## config.mk

```make
export PLATFORM = sky130hd
export DESIGN_NAME = fifo_12b_show_ahead_drain
export DESIGN_NICKNAME = d
export VERILOG_FILES = /design/src/rtl/cdc_fifo_pkg.sv /design/src/rtl/skid_buf_2.sv /design/src/rtl/fifo_12b_show_ahead_drain.sv
export SDC_FILE = /design/constraint.sdc
export NUM_CORES = 1
export LEC_CHECK = 0
export ABC_AREA = 1
export CORE_UTILIZATION = 55
export DETAILED_ROUTE_END_ITERATION = 10
export HOLD_SLACK_MARGIN = 0.03
export PLACE_DENSITY = 0.91
export SYNTH_ARGS = -nofsm -noshare
export SYNTH_HDL_FRONTEND = slang
export SYNTH_HIERARCHICAL = 1
export SYNTH_SLANG_ARGS = --single-unit
```

## constraint.sdc

```tcl
create_clock -name clock -period 5.7 [get_ports clock]
set_input_delay 1.14 -clock clock [delete_from_list [all_inputs] [get_ports clock]]
set_output_delay 1.14 -clock clock [all_outputs]
set_load 0.02 [all_outputs]
```

## src/rtl/cdc_fifo_pkg.sv

```systemverilog
// Shared definitions for the 12-bit show-ahead CDC FIFO family and their read-side drains.
package cdc_fifo_pkg;

    localparam int FIFO_12B_DATA_W = 12;
    localparam int FIFO_12B_DEPTH  = 128;

    typedef enum logic [1:0] {
        IDLE  = 2'd0,
        RUN   = 2'd1,
        FLUSH = 2'd2
    } drain_state_t;

endpackage

```

## src/rtl/skid_buf_2.sv

```systemverilog
// Two-entry in-order skid buffer: head entry is always ent0, occupancy 0..2.
module skid_buf_2 #(
    parameter int DATA_W = 12
) (
    input  logic              clock,
    input  logic              aclr,
    input  logic              clear,
    input  logic              push,
    input  logic              pop,
    input  logic [DATA_W-1:0] din,
    output logic [DATA_W-1:0] head,
    output logic [1:0]        occ
);

    logic [DATA_W-1:0] ent0;
    logic [DATA_W-1:0] ent1;
    logic              do_push;
    logic              do_pop;

    // Pushing into a full buffer or popping an empty one is ignored rather than corrupting order.
    assign do_pop  = pop && (occ != 2'd0);
    assign do_push = push && ((occ != 2'd2) || do_pop);
    assign head    = ent0;

    always_ff @(posedge clock or posedge aclr) begin
        if (aclr) begin
            occ  <= 2'd0;
            ent0 <= '0;
            ent1 <= '0;
        end else if (clear) begin
            occ <= 2'd0;
        end else begin
            case ({do_push, do_pop})
                2'b10: begin
                    if (occ == 2'd0) ent0 <= din;
                    else             ent1 <= din;
                    occ <= occ + 2'd1;
                end
                2'b01: begin
                    ent0 <= ent1;
                    occ  <= occ - 2'd1;
                end
                2'b11: begin
                    if (occ == 2'd1) begin
                        ent0 <= din;
                    end else begin
                        ent0 <= ent1;
                        ent1 <= din;
                    end
                end
                default: begin
                end
            endcase
        end
    end

endmodule

```

## src/rtl/fifo_12b_show_ahead_drain.sv

```systemverilog
// Read-side drain for a show-ahead FIFO: issues rdreq, buffers popped words in a 2-entry skid,
// and offers them downstream as a valid/ready stream; supports enable, flush and a pop counter.
module fifo_12b_show_ahead_drain
    import cdc_fifo_pkg::*;
#(
    parameter int DATA_W = FIFO_12B_DATA_W,
    parameter int CNT_W  = 32
) (
    input  logic              clock,
    input  logic              aclr,
    input  logic              en,
    input  logic              flush,
    input  logic [DATA_W-1:0] fifo_q,
    input  logic              fifo_empty,
    output logic              fifo_rdreq,
    output logic              out_valid,
    output logic [DATA_W-1:0] out_data,
    input  logic              out_ready,
    output logic              flush_done,
    output logic [CNT_W-1:0]  pop_count,
    output logic [1:0]        dbg_state,
    output logic [1:0]        dbg_occ
);

    // Handshake: a word transfers downstream on every cycle where out_valid && out_ready are
    // both high at the rising clock edge; out_valid never depends on out_ready, and once raised
    // it holds with stable out_data until that transfer happens (or a flush/aclr discards it).

    drain_state_t      state;
    drain_state_t      state_nxt;
    logic [1:0]        occ;
    logic              rdreq;
    logic              done;
    logic              skid_push;
    logic              skid_pop;
    logic              skid_clear;
    logic [CNT_W-1:0]  cnt;

    always_ff @(posedge clock or posedge aclr) begin
        if (aclr) state <= IDLE;
        else      state <= state_nxt;
    end

    always_comb begin
        state_nxt = state;
        rdreq     = 1'b0;
        done      = 1'b0;
        case (state)
            IDLE: begin
                if (flush)   state_nxt = FLUSH;
                else if (en) state_nxt = RUN;
            end
            RUN: begin
                rdreq = !fifo_empty && (occ != 2'd2);
                if (flush)    state_nxt = FLUSH;
                else if (!en) state_nxt = IDLE;
            end
            FLUSH: begin
                // A show-ahead FIFO pops in the same cycle as rdreq, so "empty" means nothing pending.
                rdreq = !fifo_empty;
                if (fifo_empty) begin
                    done      = 1'b1;
                    state_nxt = IDLE;
                end
            end
            default: state_nxt = IDLE;
        endcase
    end

    assign skid_push  = rdreq && (state == RUN);
    assign skid_pop   = out_valid && out_ready;
    assign skid_clear = flush && (state != FLUSH);

    skid_buf_2 #(
        .DATA_W(DATA_W)
    ) u_skid (
        .clock(clock),
        .aclr (aclr),
        .clear(skid_clear),
        .push (skid_push),
        .pop  (skid_pop),
        .din  (fifo_q),
        .head (out_data),
        .occ  (occ)
    );

    always_ff @(posedge clock or posedge aclr) begin
        if (aclr)           cnt <= '0;
        else if (skid_push) cnt <= cnt + {{(CNT_W-1){1'b0}}, 1'b1};
    end

    // flush_done is decoded from the state register and fifo_empty so it can pulse in the
    // very first FLUSH cycle that sees an empty FIFO.
    assign fifo_rdreq = rdreq;
    assign flush_done = done;
    assign out_valid  = (occ != 2'd0);
    assign pop_count  = cnt;
    assign dbg_state  = state;
    assign dbg_occ    = occ;

endmodule

```

Word level (Yosys, flattened, before mapping)
Index checks and enable logic that the tools add are counted.

ROM bits: 0. Bits in latches: 0. Logic and storage cells: 57. Bits in registers: 60. Memories: 0. RAM bits: 0. Input bits: 18. Output and inout port bits: 51.

Mux-type cells: 17. Divide/modulo/power cells: 0. $add $sub $neg: 3. Reductions and logical operators: 17. Order comparisons: 0. Shift operators: 0. Multipliers: 0. Bitwise gates (word level): 1. Equal/unequal tests: 14.

Operators by type and width (count): $mux W12 (4); $pmux W12 S3 (1); $add A32 B1 Y32 const B (1); $pmux W12 S2 (1); $mux W2 (6); $ne A2 B2 Y1 const B (5); $eq A2 B1 Y1 const B (3); $eq A2 B2 Y1 const B (3); $logic_and A1 B1 Y1 (6); $ne A3 B3 Y1 const B (2); $pmux W2 S3 (1); $reduce_and A3 Y1 (2); $reduce_bool A3 Y1 (2); $logic_not A2 Y1 (2); $pmux W2 S2 (1); $reduce_and A4 Y1 (1); $reduce_bool A2 Y1 (2); $add A2 B1 Y2 const B (1); $mux W1 (2); $ne A2 B1 Y1 const B (1); $pmux W1 S2 (1); $sub A2 B1 Y2 const B (1); $logic_not A1 Y1 (1); $logic_or A1 B1 Y1 (1); $not A1 Y1 (1).

Depth between registers and ports, before layout
Word-level depth: 8. Mapped depth: 17. Mapped depth without buffers: 15.

Modules after synthesis
The synthesis kept the hierarchy.

Modules (own cells, without submodules): fifo_12b_show_ahead_drain (cells an instance 274, times used 1, area each 2034.5 sq um, seq. area each 850.8 sq um); skid_buf_2 (cells an instance 182, times used 1, area each 1408.9 sq um, seq. area each 650.6 sq um).

Worst setup path before layout
Ideal clock, no wire load.

Path kind: input to output. From: in fifo_empty. To: out fifo_rdreq. Data required time: 4560 ps. Setup slack: 3017 ps. Data arrival time: 1543 ps. Stages: 5. Path buffers: 0. Cells stage by stage: nor2_1 -> nand2_1 -> nand2_2 -> nand2_1 -> inv_1.

Cells in the longest elaborated chain, start to end: 3.

RTL lines: start: declaration (RTL line fifo_12b_show_ahead_drain.sv:14) `input logic fifo_empty,`; $logic_not A1 Y1 * (RTL line fifo_12b_show_ahead_drain.sv:54, fifo_12b_show_ahead_drain.sv:60); $logic_and A1 B1 Y1 (RTL line fifo_12b_show_ahead_drain.sv:54) `rdreq = !fifo_empty && (occ != 2'd2);`; $pmux W1 S2 * (RTL line fifo_12b_show_ahead_drain.sv:48) `case (state)`; end: declaration (RTL line fifo_12b_show_ahead_drain.sv:15) `output logic fifo_rdreq,`.

Every way passes the cells marked *; elsewhere a longest branch is shown, timed or not.

Final worst setup path
Same ends and word-level chain as after synthesis.

==> results by group <==
Timing
  • Final setup fails: 0
  • RSZ-0062 raised after global routing: false
  • Skew final: 0.0119 ns
  • Setup TNS: 0 ns
  • Slew headroom: 34.0%
  • Final min period: 3.68 ns
  • Maximum clock frequency: 272 MHz
  • Hold Violations, Final: 0
  • Least-Margin Pin Slew: 0.989 ns
  • Max Transition Viols Final: 0
  • Final worst path period share: 64.5%

Cells and area
  • Fin cells: 605
  • Ant. Diodes: 0
  • Area delta synth->final: 25.5%
  • Commonest non-fill, non-tap cell in the layout: nand2_1
  • Final-stage net count: 550
  • Highest-count cells in the layout ignoring fill and taps: nand2_1 (180), clkdlybuf4s50_1 (68), dfrtp_1 (60)
  • Share of layout cells above drive strength 1: 9.62%

Logic synthesis
  • Post-Syn Area: 3440 um^2
  • Seq/Total Area, Yosys: 43.6%
  • Synth Net Count: 481
  • Gate Count Post-Synth: 456
  • Syn_area_per_cell: 7.55 um^2
  • #FFs+latches synth: 60
  • Yosys Warn Count: 6
  • Post-synth cell types: 28
  • Ranking of synthesized cells by area: dfrtp_1 (44%), nand2_1 (20%), nand3_1 (6.7%)
  • Yosys top cell area share: 43.6%
  • Synth area leader: dfrtp_1

Die
  • IO Pins: 69
  • Starting Density: 57.5%
  • Die height: 81.1 um
  • Die Wd: 81.1 um
  • Rows: 28
  • Core area: 5990 um^2
  • Die area: 6580 um^2

Worst setup path
  • Crit Reg-Reg Startpoint: dbg_state[1]
  • Reg2Reg Depth: 14
  • CP required: 4.56 ns
  • Worst Setup End Kind: output port
  • Setup CP Type: in -> out
  • CP max FO: 3
  • Arrival @ worst endpoint: 2.54 ns
  • CP Launch Type: input pin
  • Reg-to-reg endpoint: u_skid/head[6]
  • R2R setup slack: 2.79 ns
  • Critical Path Start: fifo_empty

Clocking
  • Hold-fix buffers, CTS: 0
  • H-tree levels: 3
  • TritonCTS clock tree: built
  • Cts bufs inserted: 9
  • Resize count post-CTS: 0
  • Root Buffer: clkbuf_8
  • Post-CTS Setup Inserts: 0
  • Worst-Skew Late Latency: 0.35 ns
  • Worst-case clock buffer depth: 2
  • Sink Count: 60
  • Clock Pin Slew Worst Setup and Hold Paths: 0.07 ns

Global routing
  • Congestion Overflow GR: 0
  • Initial antenna violation count: 0
  • GR Util All Layers: 26.0%
  • Global-route wire length before repair: 13100 um
  • Vias in the first global route: 2885
  • Largest net degree at the start of global routing: 35

Worst hold path
  • Worst Hold Launch: u_skid/ent1[5]
  • Worst Hold End: u_skid/ent1[5]
  • Worst Hold Class: reg -> reg
  • Hold-critical path depth: 2

Detailed routing
  • DRT Pass-1 Iters: 5
  • DRT Wirelength: 7900 um
  • Routed Antenna Nets: 0
  • Initial DRC Count: 262
  • DR WL/cell: 13.0 um
  • Drt drc: 0
  • DR vias/cell: 5.31
  • Total vias in the final route: 3211

Placed design
  • Port buffer count: 68
  • Placer Congestion: 0.859
  • Dpl hpwl: 5480 um
  • Placed cells: 589

Run
  • Max-cap violations: 0

Run status
  • Status: finished clean

Pwr
  • Leak: 2.14 nW
  • VDD IR max: 0.272 mV
  • Power per Cell Area: 344 nW/um^2
-- synthesized netlist by cell type --
| cell type | instances |
|---|---|
| nand2_1 | 180 |
| nand3_2 | 1 |
| nand3_4 | 1 |
| nand3b_1 | 13 |
| nor3_1 | 5 |
| o21a_1 | 1 |
| buf_4 | 5 |
| buf_2 | 2 |
| xor2_1 | 11 |
| nand4_1 | 9 |
| inv_1 | 37 |
| buf_8 | 1 |
| buf_6 | 3 |
| nor2_2 | 8 |
| o211ai_1 | 1 |
| ha_1 | 7 |
| and2_1 | 1 |
| nand2_2 | 14 |
| nor4_1 | 1 |
| or2_2 | 1 |
| xnor2_1 | 3 |
| nand2_4 | 3 |
| dfrtp_1 | 60 |
| inv_2 | 5 |
| nor2_1 | 30 |
| nand3_1 | 46 |
| nor2_4 | 2 |
| o21ai_0 | 5 |
-- report_power, final --
group / total, mW / internal, mW / switching [mW]
Clock: 0.379 / 0.202 / 0.177
Combinational: 0.534 / 0.218 / 0.316
Sequential: 0.573 / 0.510 / 0.0628
-- kinds of logic (layout without fill, tap and decap cells) --
family          Yosys count  after routing  share of synthesized area (%)
simple gates            315            315                           41.8
flops                    60             60                           43.6
buf+inv                  53            127                           7.38
xor+xnor                 14             14                           3.56
fa+ha+maj                 7              7                           2.54
compound gates            7              7                           1.16
-- worst max path at each step --
stage / depth (start not counted) / slack (ns) / to
global placement: 7 / 2.05 / fifo_rdreq
CTS: 7 / 2.02 / fifo_rdreq
global route: 7 / 1.91 / fifo_rdreq
floorplan: 5 / 3.02 / fifo_rdreq
finish: 7 / 2.02 / fifo_rdreq
detailed placement: 12 / 1.99 / u_skid/head[2]
-- cell type report --
| class | instances | area, um^2 |
|---|---|---|
| multi-input cells | 343 | 1690 |
| fillers | 457 | 1670 |
| flip-flops and latches | 60 | 1500 |
| repair buffers | 69 | 688 |
| inverters | 42 | 158 |
| clock buffers | 10 | 128 |
| well taps | 75 | 93.8 |
| clock inverters | 6 | 65.1 |
-- registers in the layout, indices dropped and copies added (netlist names) --
| signal | count |
|---|---|
| pop_count | 32 |
| u_skid/ent1 | 12 |
| u_skid/head | 12 |
| dbg_state | 2 |
| u_skid/occ | 2 |
-- metal layers --
metal  routed length, um  GRT usage, %  vias to the layer above
met3                 463          5.96                       19
met2                3820          39.2                      122
met1                3450          35.4                     1499
li1                    -             -                     1571
met4                 163          12.0                        0
met5                   0             0                        -
-- stage by stage --
step                      utilization [%]  setup slack (ns)  area (um^2)  hold WS (ns)  power [mW]
final                                72.1              2.02         4320         0.478        1.49
after global routing                 72.1              1.91         4320         0.505        1.58
after CTS                            72.1              2.02         4320         0.477        1.49
after detailed placement             68.9              1.99         4130         0.460        1.11
after global placement               68.9              2.05         4130         0.454        1.09
after floorplan                         -              3.02         3440         0.442       0.928
-- worst max-delay path, cell delays in order --
cell and delay [ns]:
clkdlybuf4s50_1 0.44, nor2_1 0.11, nand2_1 0.07, nand2_2 0.09
nand2_1 0.05, inv_1 0.05, clkdlybuf4s50_1 0.59
No activity file was read; power rests on OpenSTA's default activity.
==> RTL edit, RTL diff (same flow settings) <==
The package constant `FIFO_12B_DATA_W` goes from 12 to 16.
--- a/src/rtl/cdc_fifo_pkg.sv
+++ b/src/rtl/cdc_fifo_pkg.sv
@@ -3,3 +3,3 @@
 
-    localparam int FIFO_12B_DATA_W = 12;
+    localparam int FIFO_12B_DATA_W = 16;
     localparam int FIFO_12B_DEPTH  = 128;
Ports: changed (resized fifo_q and out_data); port bits go from 69 to 77. No check against the original RTL was run, so the function may have changed too.
==> RTL edit against the original RTL <==
The flow now finishes with violations (design-rule violations); power is 15% higher; global-route usage is 1.5 points higher; worst setup slack worse by 0.033 ns; area after synthesis is 8.8% higher; final area is 9.8% higher; sequential cell count increased by 8; first-iteration DRC count is 21% higher; wire length increased by 18%; critical endpoint unchanged; largest cell class unchanged.
==> RTL edit: results (changes against the original RTL) <==
- Overflow after GRT: 0 (unchanged)
- Residual DRC: 4 (+4)
- Via density: 5.47 (+3.0%)
- Mapped Nets: 529 (+10%)
- Post-CTS setup buffers: 0 (unchanged)
- Vias in the first global route: 3,401 (+18%)
- Register area share after synthesis: 45.4% (+1.8 points)
- Hold Crit Start: u_skid/head[6]$_DFFE_PP0P_
- CTS Buf Count: 9 (unchanged)
- Synth cell types: 29 (+3.6%)
- Max-slew headroom: 64.0% (+30 points)
- Global-route usage over all layers: 27.5% (+1.5 points)
- Initial DRC count: 317 (+21%)
- Nets: 607 (+10%)
- R2r setup slk: 2.63 ns (-0.16 ns)
- Max reg flops: 32 (unchanged)
- Switching share of power: 37.4% (about the same)
- Initial antenna violation count: 0 (unchanged)
- Post-synth ARST share: 100% (unchanged)
- Detailed Route WL: 9320 um (+18%)
- First-pass iteration count of the detailed router: 8 (+3)
- RR Endpoint: u_skid/head[13]$_DFFE_PP0P_
- Static leakage: 2.35 nW (+10%)
- Share of layout cells above drive strength 1: 6.86% (-2.8 points)
- Failing checks: design-rule violations
- First-pass GRT wire length: 15,500 um (+18%)
- # diodes: 0 (unchanged)
- HPWL Detailed: 6550 um (+20%)
- FILL cells: 479 (+4.8%)
- Worst min-delay path class: flip-flop to flip-flop
- Outcome: finished, violations left
- Clock Skews: 0.00916 ns (-0.00271 ns)
- Worst VDD drop: 334 uV (+23%)
- GP Congestion: 0.901 (+4.9%)
- Hold EP: u_skid/head[6]$_DFFE_PP0P_
- Commonest cells post-synth: 221 x nand2_1, 68 x dfrtp_1, 55 x nand3_1, 37 x inv_1, 30 x nor2_1
- Port Buffers: 76 (+12%)
- Dominant cells by area after synthesis: dfrtp_1 45%, nand2_1 22%, nand3_1 7.3%
- Synth warn: 6 (unchanged)
RTL edit: power groups by stage:
stage | Sequential, mW | Clock [mW] | Combinational (mW)
after floorplan | 0.739 | 0 | 0.312
after global placement | 0.665 | 0 | 0.592
after detailed placement | 0.672 | 0 | 0.617
after CTS | 0.663 | 0.423 | 0.621
after global routing | 0.679 | 0.444 | 0.685
final | 0.663 | 0.419 | 0.620
RTL edit: stage by stage:
stage	hold WS [ns]	std cells	setup WS [ns]	utilization (%)	cell area [um2]
after floorplan	0.443	500	3.02	-	3750
after global placement	0.454	644	1.99	70.2	4540
after detailed placement	0.457	644	1.89	70.2	4540
after CTS	0.476	660	1.99	73.5	4750
after global routing	0.494	660	1.95	73.5	4750
final	0.473	660	1.99	73.5	4750
RTL edit: critical path: stages:
cell	delay (ns)
clkdlybuf4s50_1	0.44
nor2_1	0.11
nand2_1	0.06
nand2_2	0.09
nand2_1	0.07
inv_1	0.06
clkdlybuf4s50_1	0.59
RTL edit: cell families after synthesis:
| kind of cell | after synthesis | share of synthesized area, % |
|---|---|---|
| adder cells (fa/ha/maj) | 7 | 2.34 |
| flip-flops | 68 | 45.4 |
| AO/OA/AOI/OAI | 9 | 1.64 |
| XOR/XNOR | 14 | 3.27 |
| AND/OR/NAND/NOR | 350 | 41.0 |
| buffers and inverters | 52 | 6.34 |
RTL edit: routing by layer:
layer / GRT usage, % / wire [um] / up-vias
met5: 0 / 0 / -
met4: 13.1 / 221 / 0
met3: 5.41 / 640 / 25
met2: 44.1 / 4450 / 162
met1: 36.0 / 4010 / 1690
li1: - / - / 1731
RTL edit: cell type report:
cell class,instances,area [um2],share of cell area (%)
inverters,41,154,3.24
clock inverters,5,58.8,1.24
repair buffers,78,776,16.3
flip-flops and latches,68,1700,35.9
multi-input cells,380,1810,38.1
clock buffers,11,151,3.19
well taps,77,96.3,2.03
RTL edit: how the worst max path moves through the flow:
| stage | start | endpoint | slack [ns] | cells past startpoint |
|---|---|---|---|---|
| after CTS | fifo_empty | fifo_rdreq | 1.99 | 7 |
| final | fifo_empty | fifo_rdreq | 1.99 | 7 |
| after global placement | fifo_empty | u_skid/head[3]$_DFFE_PP0P_ | 1.99 | 12 |
| after floorplan | fifo_empty | fifo_rdreq | 3.02 | 5 |
| after detailed placement | fifo_empty | u_skid/head[14]$_DFFE_PP0P_ | 1.89 | 12 |
| after global routing | fifo_empty | u_skid/head[9]$_DFFE_PP0P_ | 1.95 | 12 |
